[src/rtl/control_sequencer_pkg.sv]
// Shared encodings for the control sequencer: opcodes, FSM states, IR field positions.
// Pure definitions; no latency, no flow control.
package control_sequencer_pkg;

  localparam int BITS_DEFAULT      = 32;
  localparam int REGISTERS_DEFAULT = 16;

  localparam int OPCODE_MSB = 31;
  localparam int OPCODE_LSB = 27;
  localparam int RA_MSB     = 26;
  localparam int RA_LSB     = 23;
  localparam int RB_MSB     = 22;
  localparam int RB_LSB     = 19;
  localparam int RC_MSB     = 18;
  localparam int RC_LSB     = 15;

  localparam logic [4:0] OP_ADD  = 5'b00011;
  localparam logic [4:0] OP_SUB  = 5'b00100;
  localparam logic [4:0] OP_SHR  = 5'b00101;
  localparam logic [4:0] OP_SHL  = 5'b00110;
  localparam logic [4:0] OP_ROR  = 5'b00111;
  localparam logic [4:0] OP_ROL  = 5'b01000;
  localparam logic [4:0] OP_AND  = 5'b01001;
  localparam logic [4:0] OP_OR   = 5'b01010;
  localparam logic [4:0] OP_MUL  = 5'b01110;
  localparam logic [4:0] OP_DIV  = 5'b01111;
  localparam logic [4:0] OP_NEG  = 5'b10000;
  localparam logic [4:0] OP_NOT  = 5'b10001;
  localparam logic [4:0] OP_HALT = 5'b11011;

  typedef enum logic [3:0] {
    S_IDLE, S_T0, S_T1, S_T2, S_T3, S_T4, S_T5, S_T6, S_HALTED
  } state_t;

  typedef enum logic [2:0] {
    CLS_NOP, CLS_ALU3, CLS_MULDIV, CLS_UNARY, CLS_HALT
  } op_class_t;

  // Field order mirrors IR[31:15], so a slice of the IR casts straight into it.
  typedef struct packed {
    logic [4:0] opcode;
    logic [3:0] ra;
    logic [3:0] rb;
    logic [3:0] rc;
  } ir_fields_t;

endpackage

[src/rtl/control_sequencer_ir_decode.sv]
// Combinational IR decode: opcode class plus one-hot ra/rb/rc register selects.
// Zero latency; no flow control.
module ir_decode
  import control_sequencer_pkg::*;
#(
  parameter int REGISTERS = REGISTERS_DEFAULT
) (
  input  ir_fields_t               fields,
  output op_class_t                op_class,
  output logic [REGISTERS-1:0]     ra_sel,
  output logic [REGISTERS-1:0]     rb_sel,
  output logic [REGISTERS-1:0]     rc_sel
);

  localparam logic [REGISTERS-1:0] ONE = REGISTERS'(1);

  always_comb begin
    op_class = CLS_NOP;
    case (fields.opcode)
      OP_ADD, OP_SUB, OP_SHR, OP_SHL,
      OP_ROR, OP_ROL, OP_AND, OP_OR:  op_class = CLS_ALU3;
      OP_MUL, OP_DIV:                 op_class = CLS_MULDIV;
      OP_NEG, OP_NOT:                 op_class = CLS_UNARY;
      OP_HALT:                        op_class = CLS_HALT;
      default:                        op_class = CLS_NOP;
    endcase
  end

  assign ra_sel = ONE << fields.ra;
  assign rb_sel = ONE << fields.rb;
  assign rc_sel = ONE << fields.rc;

endmodule

[src/rtl/control_sequencer.sv]
// Moore control FSM sequencing fetch/execute strobes; 4-7 cycles per instruction.
// Stop pauses only at instruction boundaries; HALT parks until reset.
module control_sequencer
  import control_sequencer_pkg::*;
#(
  parameter int BITS      = BITS_DEFAULT,
  parameter int REGISTERS = REGISTERS_DEFAULT
) (
  input  logic                 Clock,
  input  logic                 reset,
  input  logic [BITS-1:0]      IRVal,
  input  logic                 Stop,
  output logic                 PCout,
  output logic                 PCin,
  output logic                 IncPC,
  output logic                 MARin,
  output logic                 Read,
  output logic                 MDRin,
  output logic                 MDRout,
  output logic                 IRin,
  output logic                 RYin,
  output logic                 RZin,
  output logic                 Zlowout,
  output logic                 Zhighout,
  output logic                 HIin,
  output logic                 LOin,
  output logic                 ADD,
  output logic                 SUB,
  output logic                 MUL,
  output logic                 DIV,
  output logic                 SHR,
  output logic                 SHL,
  output logic                 ROR,
  output logic                 ROL,
  output logic                 AND,
  output logic                 OR,
  output logic                 NEGATE,
  output logic                 NOT,
  output logic                 Run,
  output logic [REGISTERS-1:0] GPRin,
  output logic [REGISTERS-1:0] GPRout
);

  state_t                 state, state_nxt;
  ir_fields_t             ir_q;
  op_class_t              op_class;
  logic [REGISTERS-1:0]   ra_sel, rb_sel, rc_sel;
  logic                   op_en;
  logic                   done;
  logic                   unused_ir_bits;

  assign unused_ir_bits = ^IRVal[RC_LSB-1:0];

  // Fields are captured as IR is loaded, so execute states see a stable word.
  always_ff @(posedge Clock or posedge reset) begin
    if (reset) begin
      state <= S_IDLE;
      ir_q  <= '0;
    end else begin
      state <= state_nxt;
      if (state == S_T2)
        ir_q <= ir_fields_t'(IRVal[OPCODE_MSB:RC_LSB]);
    end
  end

  ir_decode #(.REGISTERS(REGISTERS)) u_ir_decode (
    .fields   (ir_q),
    .op_class (op_class),
    .ra_sel   (ra_sel),
    .rb_sel   (rb_sel),
    .rc_sel   (rc_sel)
  );

  always_comb begin
    state_nxt = state;
    done      = 1'b0;
    op_en     = 1'b0;
    {PCout, PCin, IncPC, MARin, Read, MDRin, MDRout, IRin, RYin, RZin,
     Zlowout, Zhighout, HIin, LOin} = '0;
    {ADD, SUB, MUL, DIV, SHR, SHL, ROR, ROL, AND, OR, NEGATE, NOT} = '0;
    GPRin  = '0;
    GPRout = '0;

    case (state)
      S_IDLE: if (!Stop) state_nxt = S_T0;
      S_T0: begin
        PCout = 1'b1; MARin = 1'b1; IncPC = 1'b1; RZin = 1'b1;
        state_nxt = S_T1;
      end
      S_T1: begin
        Zlowout = 1'b1; PCin = 1'b1; Read = 1'b1; MDRin = 1'b1;
        state_nxt = S_T2;
      end
      S_T2: begin
        MDRout = 1'b1; IRin = 1'b1;
        state_nxt = S_T3;
      end
      S_T3: begin
        case (op_class)
          CLS_ALU3:   begin GPRout = rb_sel; RYin = 1'b1; state_nxt = S_T4; end
          CLS_MULDIV: begin GPRout = ra_sel; RYin = 1'b1; state_nxt = S_T4; end
          CLS_UNARY:  begin GPRout = rb_sel; op_en = 1'b1; RZin = 1'b1; state_nxt = S_T4; end
          CLS_HALT:   state_nxt = S_HALTED;
          default:    done = 1'b1;
        endcase
      end
      S_T4: begin
        case (op_class)
          CLS_ALU3, CLS_MULDIV: begin
            GPRout = (op_class == CLS_ALU3) ? rc_sel : rb_sel;
            op_en  = 1'b1;
            RZin   = 1'b1;
            state_nxt = S_T5;
          end
          CLS_UNARY: begin Zlowout = 1'b1; GPRin = ra_sel; done = 1'b1; end
          default:   done = 1'b1;
        endcase
      end
      S_T5: begin
        Zlowout = 1'b1;
        if (op_class == CLS_MULDIV) begin
          LOin = 1'b1;
          state_nxt = S_T6;
        end else begin
          GPRin = ra_sel;
          done  = 1'b1;
        end
      end
      S_T6: begin
        Zhighout = 1'b1; HIin = 1'b1;
        done = 1'b1;
      end
      S_HALTED: state_nxt = S_HALTED;
      default:  state_nxt = S_IDLE;
    endcase

    if (done)
      state_nxt = Stop ? S_IDLE : S_T0;

    if (op_en) begin
      case (ir_q.opcode)
        OP_ADD:  ADD    = 1'b1;
        OP_SUB:  SUB    = 1'b1;
        OP_SHR:  SHR    = 1'b1;
        OP_SHL:  SHL    = 1'b1;
        OP_ROR:  ROR    = 1'b1;
        OP_ROL:  ROL    = 1'b1;
        OP_AND:  AND    = 1'b1;
        OP_OR:   OR     = 1'b1;
        OP_MUL:  MUL    = 1'b1;
        OP_DIV:  DIV    = 1'b1;
        OP_NEG:  NEGATE = 1'b1;
        OP_NOT:  NOT    = 1'b1;
        default: ;
      endcase
    end

    Run = (state != S_IDLE) && (state != S_HALTED);
  end

endmodule

[config.mk]
export PLATFORM = sky130hd
export DESIGN_NAME = control_sequencer
export DESIGN_NICKNAME = d
export VERILOG_FILES = /design/src/rtl/control_sequencer_pkg.sv /design/src/rtl/control_sequencer_ir_decode.sv /design/src/rtl/control_sequencer.sv
export SDC_FILE = /design/constraint.sdc
export NUM_CORES = 1
export LEC_CHECK = 0
export ABC_CLOCK_PERIOD_IN_PS = 2200
export CAP_MARGIN = 15
export CORE_MARGIN = 3
export CORE_UTILIZATION = 39
export CTS_BUF_LIST = sky130_fd_sc_hd__clkbuf_4 sky130_fd_sc_hd__clkbuf_8
export CTS_CLUSTER_DIAMETER = 100
export CTS_CLUSTER_SIZE = 12
export DETAILED_ROUTE_END_ITERATION = 8
export MAX_ROUTING_LAYER = met4
export PLACE_DENSITY = 0.79
export SLEW_MARGIN = 20
export SYNTH_ARGS = -nofsm -noshare
export SYNTH_HDL_FRONTEND = slang
export SYNTH_SLANG_ARGS = --single-unit
[constraint.sdc]
create_clock -name Clock -period 2.2 [get_ports Clock]
set_input_delay 0.55 -clock Clock [delete_from_list [all_inputs] [get_ports Clock]]
set_output_delay 0.55 -clock Clock [all_outputs]
set_load 0.01 [all_outputs]
==> run_results.csv, run 1 <==
group,metric,value,unit
setup_path,crit_arrival,2370,ps
setup_path,end_kind,"output port",
clock_network,tritoncts,"yes",
sta,maxSlewViolCount,0,
cells_and_area,seq_area,528,um^2
clock_network,numCtsBuffers,3,
sta,fmax,0.342,GHz
drt,vias,3053,
yosys,synthTopCellsByArea,"dfrtp_1 25%, mux2_2 9.2%, nor3_1 6.3%, nor2_1 6.2%, o221ai_1 5.5%",
yosys,netlist_area,2070,um^2
hold_path,hold_path.class,"flop to flop",
yosys,synth.top_cell.area_share,0.254,
yosys,synth_simple_gate_area_frac,0.389,
pwr,p_seq_frac,0.154,
drt,vias_per_cell,6.19,
setup_path,start_kind,"flop",
cells_and_area,antenna_cells,0,
floorplanning,ios,94,
clock_network,cts.clk_slew.worst_paths,80,ps
sta,hold_viol_final,0,
pwr,vdd_drop_max,0.922,mV
sta,worst_pin_slew,443,ps
yosys,yosysWarnings,0,
sta,period_needed,2920,ps
floorplanning,die_x,78.9,um
global_routing,grt_overflow,0,
clock_network,cts.htree.levels,1,
floorplanning,die_area,6220,um^2
drt,drt-wirelength-per-cell,20.2,um
cells_and_area,drive_above_1_share,0.587,
yosys,yosysSeqAreaShare,0.254,
placement,place_area,3420,um^2
yosys,synthDistinctLibCells,42,
pwr,switchingPower,0.00258,W
clock_network,clk_latency,270,ps
pwr,clkPwrFrac,0.051,
cells_and_area,design_area,3970,um^2
setup_path,cp_max_fo,6,
drt,remaining_drc_errors,0,
sta,setup_viol,47,
placement,globalplace.congestion,0.927,
clock_network,clock-sinks,21,
placement,post-place-ws,-742,ps
pwr,cellLeakagePower,1.65,nW
yosys,async_flop_share,1.00,
yosys,synth_edf_count,0,
placement,dp.final_hpwl,5800,um
cells_and_area,multi_input_area,1870,um^2
yosys,synth_fa_ha_area_frac,0,
yosys,syn-instance-count,273,
run,drv_cap,0,
yosys,synth_most_common_cell,"nor2_1",
pwr,power_density,1320,nW/um^2
yosys,synth_compound_area_frac,0.170,
cells_and_area,fillCellCount,306,
yosys,synth_top_family_by_area,"simple AND/OR/NAND/NOR gates",
yosys,synth_common_cells,"34 x nor2_1, 26 x nor3_1, 21 x dfrtp_1, 21 x nand2_1, 17 x mux2_2",
clock_network,hold_buffers,0,
pwr,pwr-share-comb,0.795,
clock_network,cts_root_buf,"clkbuf_8",
drt,postRouteAntennaNets,0,
pwr,swShare,0.494,
drt,dr.first_iter.drc_count,331,
clock_network,clockBufferDepth,2,
yosys,synth_area_per_cell,7.59,um^2
sta,skew,3.14,ps
status,violations,"setup timing",
global_routing,grt_max_degree,22,
sta,fin_ws,-724,ps
cells_and_area,syn2layout_area_growth,91.9,%
pwr,p_int,0.00265,W
yosys,synth_top_area_cell,"dfrtp_1",
placement,portBuffers,78,
floorplanning,start_util,0.422,
global_routing,grt_pass1_wl,13900,um
yosys,muxShareOfSynthArea,0.107,
setup_path,cp.required,1650,ps
pwr,p_total,0.00523,W
drt,first_pass_iters,5,
yosys,synthesis.nets,308,
floorplanning,core_area,4910,um^2
yosys,synthXorXnorAreaFrac,0,
yosys,ys_ff_latch,21,
cells_and_area,final_nets,462,
global_routing,grt_usage,0.283,
global_routing,antenna_found_initial,0,
sta,rsz0062_at_grt,"yes",
setup_path,setup.worst_path.class,"flop to output port",
sta,slew_headroom,0.702,
status,status,"finished, violations left",
drt,routed_wl,9950,um
floorplanning,die_h,78.9,um
sta,finalCritPeriodShare,1.33,
yosys,synth_flop_cell,"dfrtp_1",
floorplanning,row_count,25,
global_routing,grt_pass1_vias,2817,
-- cells by family after synthesis --
| logic type | Yosys count |
|---|---|
| simple gates | 148 |
| mux | 20 |
| compound gates | 52 |
| buf+inv | 32 |
| flops | 21 |
-- layout by cell type (no fill, tap or decap), types with 3 or more instances in the layout --
| cell | n |
|---|---|
| o221ai_2 | 7 |
| mux2_2 | 16 |
| buf_2 | 37 |
| buf_4 | 72 |
| o21ai_1 | 4 |
| nand3_1 | 6 |
| clkbuf_2 | 6 |
| buf_6 | 36 |
| nor3_1 | 18 |
| nor4_1 | 6 |
| or3_1 | 3 |
| or3b_2 | 3 |
| dfrtp_1 | 19 |
| a21oi_1 | 5 |
| nand3_4 | 4 |
| nand2_1 | 19 |
| inv_1 | 3 |
| o221ai_1 | 6 |
| nor2_1 | 13 |
| nand2b_1 | 4 |
| dlygate4sd2_1 | 4 |
| clkdlybuf4s50_1 | 19 |
| nand3_2 | 3 |
| nor2_2 | 8 |
| clkbuf_8 | 3 |
| nor2_4 | 13 |
| nand3b_1 | 9 |
| nor3_4 | 6 |
| o21ai_0 | 14 |
| nor3_2 | 4 |
| nor3b_1 | 7 |
-- what timing repair did --
action                                  4_1_cts  5_1_grt
hold endpoints to repair                      0        0
endpoints found under the setup margin       59       54
setup buffers                                14       12
gates resized for setup                     255       97
pin swaps                                    16       20
cloned                                        2        0
-- stage by stage --
step | TNS [ps] | utilization | hold slack (ps) | cells
floorplan | -2390 | - | 527 | 273
global placement | -24340 | 0.696 | 537 | 464
detailed placement | -26420 | 0.696 | 560 | 464
CTS | -18800 | 0.722 | 580 | 483
global route | -24200 | 0.809 | 619 | 493
finish | -20720 | 0.809 | 590 | 493
-- metal layers --
metal  part of all wire  track usage  vias up  routed length, um
li1                   -            -     1326                  -
met1               0.37        0.348     1408               3640
met2               0.48        0.483      246               4820
met3              0.090       0.0533       73                900
met4              0.060       0.0722        0                594
met5                  0            -        -                  0
-- worst paths after layout --
check / cells past startpoint / slack (ps) / start / to
max: 7 / -720 / ir_q[14]$_DFFE_PP0P_ / SHL
min: 1 / 590 / ir_q[8]$_DFFE_PP0P_ / ir_q[8]$_DFFE_PP0P_
max reg2reg: 7 / 60 / ir_q[14]$_DFFE_PP0P_ / state[0]$_DFFE_PP0P_
min reg2reg: 1 / 590 / ir_q[8]$_DFFE_PP0P_ / ir_q[8]$_DFFE_PP0P_
max in group asynchronous: 3 / 1350 / reset / ir_q[13]$_DFFE_PP0P_
min in group asynchronous: 3 / 610 / reset / ir_q[14]$_DFFE_PP0P_
-- state kept, by name, summed over array words and instances (netlist names) --
name,count
state,4
ir_q,17
-- worst max-delay path: stages, from the launching register on --
cell and delay, ps:
dfrtp_1 440, and3b_1 210, or4_4 530, o21ai_2 190
nand3b_1 140, buf_6 180, nor4_4 250, buf_2 170
-- power by group through the flow --
| stage | clock network [W] | logic, W | registers [W] |
|---|---|---|---|
| 6_report | 0.000266 | 0.00416 | 0.000806 |
| 5_1_grt | 0.000285 | 0.00436 | 0.000834 |
| 4_1_cts | 0.000272 | 0.00342 | 0.000769 |
| 3_5_place_dp | 0 | 0.00304 | 0.000774 |
| 3_3_place_gp | 0 | 0.00298 | 0.000754 |
| 2_1_floorplan | 0 | 0.00171 | 0.000727 |
-- final cells by class --
cell class              instances  share of cell area
inverters                       5             0.00535
repair buffers                176               0.358
multi-input cells             220               0.471
well taps                      67              0.0211
clock inverters                 1             0.00189
flip-flops and latches         21               0.133
clock buffers                   3              0.0104
No activity file was read; power rests on OpenSTA's default activity.
==> inputs of run 2 (changes only) <==
--- a/config.mk
+++ b/config.mk
@@ -14,4 +14,5 @@
 export CTS_CLUSTER_SIZE = 12
 export DETAILED_ROUTE_END_ITERATION = 8
+export GPL_ROUTABILITY_DRIVEN = 0
 export MAX_ROUTING_LAYER = met4
 export PLACE_DENSITY = 0.79
==> constraint.sdc (replaced) <==
create_clock -name Clock -period 2.2 [get_ports Clock]
set_input_delay 0.55 -clock Clock [delete_from_list [all_inputs] [get_ports Clock]]
set_output_delay 0.55 -clock Clock [all_outputs]
set_load 0.1 [all_outputs]
==> run_results.csv, run 2 <==
group,metric,value,unit
status,status,"did not finish",
status,stop_stage,"clock tree synthesis",
status,tool.error,"[ERROR DPL-0038] Utilization greater than 100%, impossible to legalize",
yosys,syn-instance-count,273,
clock_network,clock-sinks,21,
yosys,synth_edf_count,0,
clock_network,cts_setup_buffers,26,
placement,portBuffers,78,
clock_network,cts.htree.levels,1,
floorplanning,die_h,78.9,um
yosys,synth_common_cells,"34 x nor2_1, 26 x nor3_1, 21 x dfrtp_1, 21 x nand2_1, 17 x mux2_2",
floorplanning,start_util,0.422,
yosys,ys_ff_latch,21,
yosys,synth_area_per_cell,7.59,um^2
yosys,async_flop_share,1.00,
clock_network,cts_root_buf,"clkbuf_8",
yosys,synth_flop_cell,"dfrtp_1",
yosys,synth.top_cell.area_share,0.254,
yosys,yosysWarnings,0,
placement,dp.final_hpwl,7950,um
yosys,synthesis.nets,308,
floorplanning,ios,94,
clock_network,clockBufferDepth,2,
yosys,synthTopCellsByArea,"dfrtp_1 25%, mux2_2 9.2%, nor3_1 6.3%, nor2_1 6.2%, o221ai_1 5.5%",
yosys,yosysSeqAreaShare,0.254,
floorplanning,die_x,78.9,um
yosys,synthDistinctLibCells,42,
yosys,synth_most_common_cell,"nor2_1",
floorplanning,row_count,25,
clock_network,hold_buffers,0,
yosys,netlist_area,2070,um^2
clock_network,postCtsResizedCells,99,
clock_network,numCtsBuffers,3,
yosys,synth_top_area_cell,"dfrtp_1",
run 2: cell counts after synthesis:
Identical to the previous run, type by type.
run 2: kinds of logic after synthesis:
group | count (synthesis) | synth area share
AOI/OAI and AO/OA | 52 | 0.170
buffers and inverters | 32 | 0.0804
DFF | 21 | 0.254
muxes | 20 | 0.107
and+or+nand+nor | 148 | 0.389
run 2: metrics by stage:
stage / std cells / hold slack (ps) / worst slack (ps) / area (um^2)
after detailed placement: 456 / 574 / -574 / 4530
after global placement: 456 / 539 / -402 / 4530
after floorplan: 273 / 526 / -1070 / 2810
==> inputs of run 3 (changes only) <==
Settings changed: ABC_CLOCK_PERIOD_IN_PS 2200 to 2900, CORE_UTILIZATION 39 to 40, CTS_BUF_LIST sky130_fd_sc_hd__clkbuf_4 sky130_fd_sc_hd__clkbuf_8 to default, CTS_CLUSTER_DIAMETER 100 to default, CTS_CLUSTER_SIZE 12 to default, MAX_ROUTING_LAYER met4 to default, PLACE_DENSITY 0.79 to default, PLACE_DENSITY_LB_ADDON from default to 0.15.
Clock period 2.2 ns to 2.9 ns, I/O delays scaled along.
==> run_results.csv, run 3 (synthesis results as in run 1) <==
group,metric,value,unit
clock_network,cts.clk_slew.worst_paths,80,ps
clock_network,clock-sinks,21,
floorplanning,core_area,4850,um^2
setup_path,crit_cells,7,
setup_path,start_kind,"flop",
placement,portBuffers,78,
placement,place_area,3970,um^2
placement,dp.final_hpwl,5820,um
cells_and_area,antenna_cells,0,
setup_path,r2r_cells,7,
pwr,vdd_drop_max,0.761,mV
global_routing,antenna_found_initial,0,
cells_and_area,largest_reg_flops,17,
pwr,p_total,0.00392,W
run,drv_cap,0,
global_routing,grt_pass1_wl,12800,um
drt,met3WireLength,495,um
setup_path,cp.required,2170,ps
setup_path,crit_slowest_cell,"or4_4",
setup_path,end_kind,"output port",
setup_path,cp_slowest_stage_delay,520,ps
cells_and_area,top_regs,"ir_q: 17 flops, state: 4 flops",
sta,fin_ws,-218,ps
clock_network,clockBufferDepth,2,
floorplanning,die_area,6080,um^2
cells_and_area,top_register,"ir_q",
cells_and_area,design_area,4140,um^2
setup_path,critical-path-top-delay-family,"simple AND/OR/NAND/NOR gates",
drt,met1_length,3110,um
global_routing,grt_max_degree,22,
drt,dr.first_iter.drc_count,185,
floorplanning,row_count,25,
placement,post-place-ws,7.44,ps
drt,first_pass_iters,5,
floorplanning,die_x,78.0,um
sta,skew,2.75,ps
floorplanning,start_util,0.427,
cells_and_area,layout_commonest_cell,"buf_12",
sta,hold_viol_final,0,
clock_network,hold_buffers,0,
setup_path,crit_arrival,2390,ps
setup_path,crit_buf_inv,2,
clock_network,clk_latency,260,ps
clock_network,numCtsBuffers,3,
sta,period_needed,3120,ps
drt,remaining_drc_errors,0,
cells_and_area,fillCellCount,247,
hold_path,hold_path.class,"flop to flop",
sta,fmax,0.321,GHz
sta,maxSlewViolCount,0,
cells_and_area,drive_above_1_share,0.478,
sta,finalCritPeriodShare,1.08,
drt,routed_wl,7530,um
pwr,cellLeakagePower,1.44,nW
drt,vias,2536,
global_routing,grt_overflow,0,
hold_path,whs_path_depth,1,
sta,worst_pin_slew,823,ps
drt,topRoutingLayerUsed,"met4",
pwr,power_density,946,nW/um^2
sta,slew_headroom,0.451,
drt,drt-wirelength-per-cell,17.7,um
status,status,"finished, violations left",
setup_path,path_cells,"and3b_1 -> or4_4 -> nor3_4 -> nand3_2 -> buf_6 -> o221ai_4 -> buf_12",
global_routing,grt_usage,0.255,
cells_and_area,final_nets,394,
setup_path,cp_max_fo,5,
clock_network,cts.htree.levels,1,
cells_and_area,syn2layout_area_growth,100,%
drt,postRouteAntennaNets,0,
clock_network,tritoncts,"yes",
placement,post-place-cells,415,
clock_network,cts_root_buf,"clkbuf_8",
sta,rsz0062_at_grt,"yes",
sta,setup_viol,30,
drt,vias_per_cell,5.97,
floorplanning,die_h,78.0,um
cells_and_area,stdcell_count,425,
status,violations,"setup timing",
drt,met2RoutedLength,3870,um
global_routing,grt_pass1_vias,2512,
cells_and_area,final_cell_mix,"56 x buf_12, 27 x buf_4, 23 x nor2_1",
setup_path,setup.worst_path.class,"flop to output port",
floorplanning,ios,94,
## run 3: report_power, final
part           switching [W]  internal [W]  leakage (nW)
registers           0.000274      0.000438         0.251
logic                0.00195       0.00106          1.16
clock network       0.000103     0.0000972        0.0217
## run 3: timing repair
item                                    CTS  global route
pin swaps                                11             3
setup buffers                             5             1
resized for setup                        24             5
endpoints found under the setup margin   42            42
## run 3: layout make-up
class / instances / area [um^2] / area share
Clock inverter: 1 / 7.51 / 0.00181
Sequential cell: 21 / 528 / 0.127
Clock buffer: 3 / 41.3 / 0.00996
Timing Repair Buffer: 108 / 1580 / 0.382
Multi-Input combinational cell: 220 / 1880 / 0.454
Tap cell: 67 / 83.8 / 0.0202
Inverter: 5 / 18.8 / 0.00453
## run 3: layer usage
layer,vias up,global-route usage
met4,0,0.0472
met2,124,0.437
met5,-,0
met1,1213,0.335
li1,1191,-
met3,8,0.0510
## run 3: metrics by stage
step	hold WS (ps)	TNS [ps]	utilization
5_1_grt	636	-6170	0.855
2_1_floorplan	574	-11940	-
6_report	606	-3260	0.855
3_5_place_dp	607	0	0.818
4_1_cts	645	-1420	0.848
3_3_place_gp	584	0	0.818
## run 3: path summary, 6_finish.rpt
check                                startpoint                   end  slack [ps]
setup / recovery           ir_q[14]$_DFFE_PP0P_            GPRout[12]        -220
hold / removal             ir_q[12]$_DFFE_PP0P_  ir_q[12]$_DFFE_PP0P_         610
setup reg to reg           ir_q[13]$_DFFE_PP0P_  state[0]$_DFFE_PP0P_         920
hold reg to reg            ir_q[12]$_DFFE_PP0P_  ir_q[12]$_DFFE_PP0P_         610
max in group asynchronous                 reset  ir_q[15]$_DFFE_PP0P_        1410
min in group asynchronous                 reset  ir_q[13]$_DFFE_PP0P_         930
==> inputs of run 4 (changes only) <==
Settings changed: REMOVE_ABC_BUFFERS from default to 1.
==> run_results.csv, run 4 (synthesis results as in run 1) <==
group,metric,value,unit
sta,finalCritPeriodShare,1.12,
setup_path,cp_max_fo,7,
placement,portBuffers,78,
global_routing,grt_max_degree,22,
drt,postRouteAntennaNets,0,
sta,rsz0062_at_grt,"yes",
placement,post-place-cells,418,
sta,slew_headroom,0.434,
clock_network,clk_latency,280,ps
sta,worst_pin_slew,849,ps
setup_path,crit_end,"GPRout[15]",
drt,first_pass_iters,5,
drt,drt-wirelength-per-cell,19.8,um
clock_network,numCtsBuffers,3,
cells_and_area,final_cell_mix,"56 x buf_12, 31 x buf_4, 28 x nor2_1",
clock_network,cts.htree.levels,1,
setup_path,r2r_start,"state[1]$_DFFE_PP0P_",
cells_and_area,drive_above_1_share,0.456,
cells_and_area,top_register,"ir_q",
global_routing,grt_usage,0.234,
setup_path,crit_arrival,2510,ps
sta,skew,16.0,ps
sta,holdWs,655,ps
setup_path,end_kind,"output port",
floorplanning,die_area,6080,um^2
cells_and_area,largest_reg_flops,17,
floorplanning,start_util,0.427,
clock_network,clockBufferDepth,2,
pwr,p_seq_frac,0.195,
cells_and_area,stdcell_count,431,
global_routing,antenna_found_initial,0,
cells_and_area,design_area,4010,um^2
setup_path,r2r_cells,5,
drt,routed_wl,8520,um
clock_network,hold_buffers,0,
cells_and_area,fillCellCount,261,
hold_path,whs_path_depth,1,
floorplanning,core_area,4850,um^2
floorplanning,die_h,78.0,um
pwr,pwr-share-comb,0.752,
sta,maxSlewViolCount,0,
pwr,cellLeakagePower,1.46,nW
sta,fmax,0.309,GHz
clock_network,cts_root_buf,"clkbuf_8",
run,drv_cap,0,
placement,place_area,3570,um^2
cells_and_area,antenna_cells,0,
status,violations,"setup timing",
clock_network,clock-sinks,21,
pwr,swShare,0.590,
hold_path,hold_path.class,"flop to flop",
drt,vias,2762,
sta,fin_ws,-337,ps
setup_path,startpoint,"ir_q[14]$_DFFE_PP0P_",
pwr,power_density,1000,nW/um^2
global_routing,grt_overflow,0,
floorplanning,row_count,25,
floorplanning,ios,94,
cells_and_area,fin_util,0.827,
placement,dp.final_hpwl,5340,um
sta,hold_viol_final,0,
setup_path,r2r-end,"ir_q[9]$_DFFE_PP0P_",
setup_path,cp.required,2170,ps
global_routing,grt_pass1_wl,11800,um
sta,setup_viol,40,
global_routing,grt_pass1_vias,2449,
status,status,"finished, violations left",
setup_path,setup.worst_path.class,"flop to output port",
clock_network,tritoncts,"yes",
sta,period_needed,3240,ps
setup_path,worst-r2r-setup-slack,690,ps
cells_and_area,final_nets,400,
floorplanning,die_x,78.0,um
cells_and_area,layout_commonest_cell,"buf_12",
drt,dr.first_iter.drc_count,353,
pwr,clkPwrFrac,0.052,
drt,vias_per_cell,6.41,
clock_network,cts.clk_slew.worst_paths,100,ps
pwr,switchingPower,0.00237,W
cells_and_area,syn2layout_area_growth,93.5,%
pwr,p_int,0.00165,W
cells_and_area,top_regs,"ir_q: 17 flops, state: 4 flops",
sta,fin_setup_tns,-6060,ps
setup_path,start_kind,"flop",
drt,remaining_drc_errors,0,
pwr,vdd_drop_max,0.746,mV
-- run 4: worst min-delay path by stage --
stage	endpoint	startpoint	slack [ps]
final	state[3]$_DFFE_PP0P_	state[1]$_DFFE_PP0P_	660
after global routing	state[3]$_DFFE_PP0P_	state[1]$_DFFE_PP0P_	650
after CTS	state[3]$_DFFE_PP0P_	state[1]$_DFFE_PP0P_	600
after detailed placement	state[3]$_DFFE_PP0P_	state[1]$_DFFE_PP0P_	580
after global placement	state[3]$_DFFE_PP0P_	state[1]$_DFFE_PP0P_	580
after floorplan	ir_q[12]$_DFFE_PP0P_	ir_q[12]$_DFFE_PP0P_	570
-- run 4: critical path: stages, from the launching register on --
cell and delay (ps):
dfrtp_1 470, and4b_1 230, or4_4 540, nor3_4 270
buf_4 170, buf_6 110, o21ai_1 80, o221ai_1 140
buf_12 220
-- run 4: metrics by stage --
step	setup WS [ps]	power, W
after detailed placement	-65.5	0.00330
after floorplan	-4560	0.00222
after global placement	-0.0442	0.00323
final	-337	0.00402
after global routing	-358	0.00417
after CTS	-191	0.00364
-- run 4: repair_timing --
action | CTS | global route
setup buffers | 5 | 3
endpoints found under the hold margin | 0 | 0
pin swaps | 6 | 10
setup endpoints to repair | 33 | 43
gates resized for setup | 24 | 55
cloned | 1 | 1
-- run 4: layer usage --
| metal | vias up | GRT usage | share of wire |
|---|---|---|---|
| met4 | 0 | 0.0629 | 0.025 |
| met2 | 222 | 0.394 | 0.49 |
| met5 | - | 0 | 0 |
| li1 | 1198 | - | - |
| met3 | 34 | 0.0313 | 0.097 |
| met1 | 1308 | 0.314 | 0.39 |
-- run 4: final cells by class --
cell class	count	area [um^2]	share of cell area
multi-input cells	220	1670	0.417
clock inverters	1	5.00	0.00125
well taps	67	83.8	0.0209
repair buffers	114	1660	0.414
clock buffers	3	41.3	0.0103
inverters	5	18.8	0.00468
flip-flops and latches	21	528	0.132
-- run 4: power groups by stage --
stage / clock network (W) / registers, W / logic, W
floorplan: 0 / 0.000703 / 0.00152
global placement: 0 / 0.000713 / 0.00252
detailed placement: 0 / 0.000732 / 0.00257
CTS: 0.000203 / 0.000734 / 0.00270
global route: 0.000217 / 0.000802 / 0.00315
finish: 0.000211 / 0.000785 / 0.00302
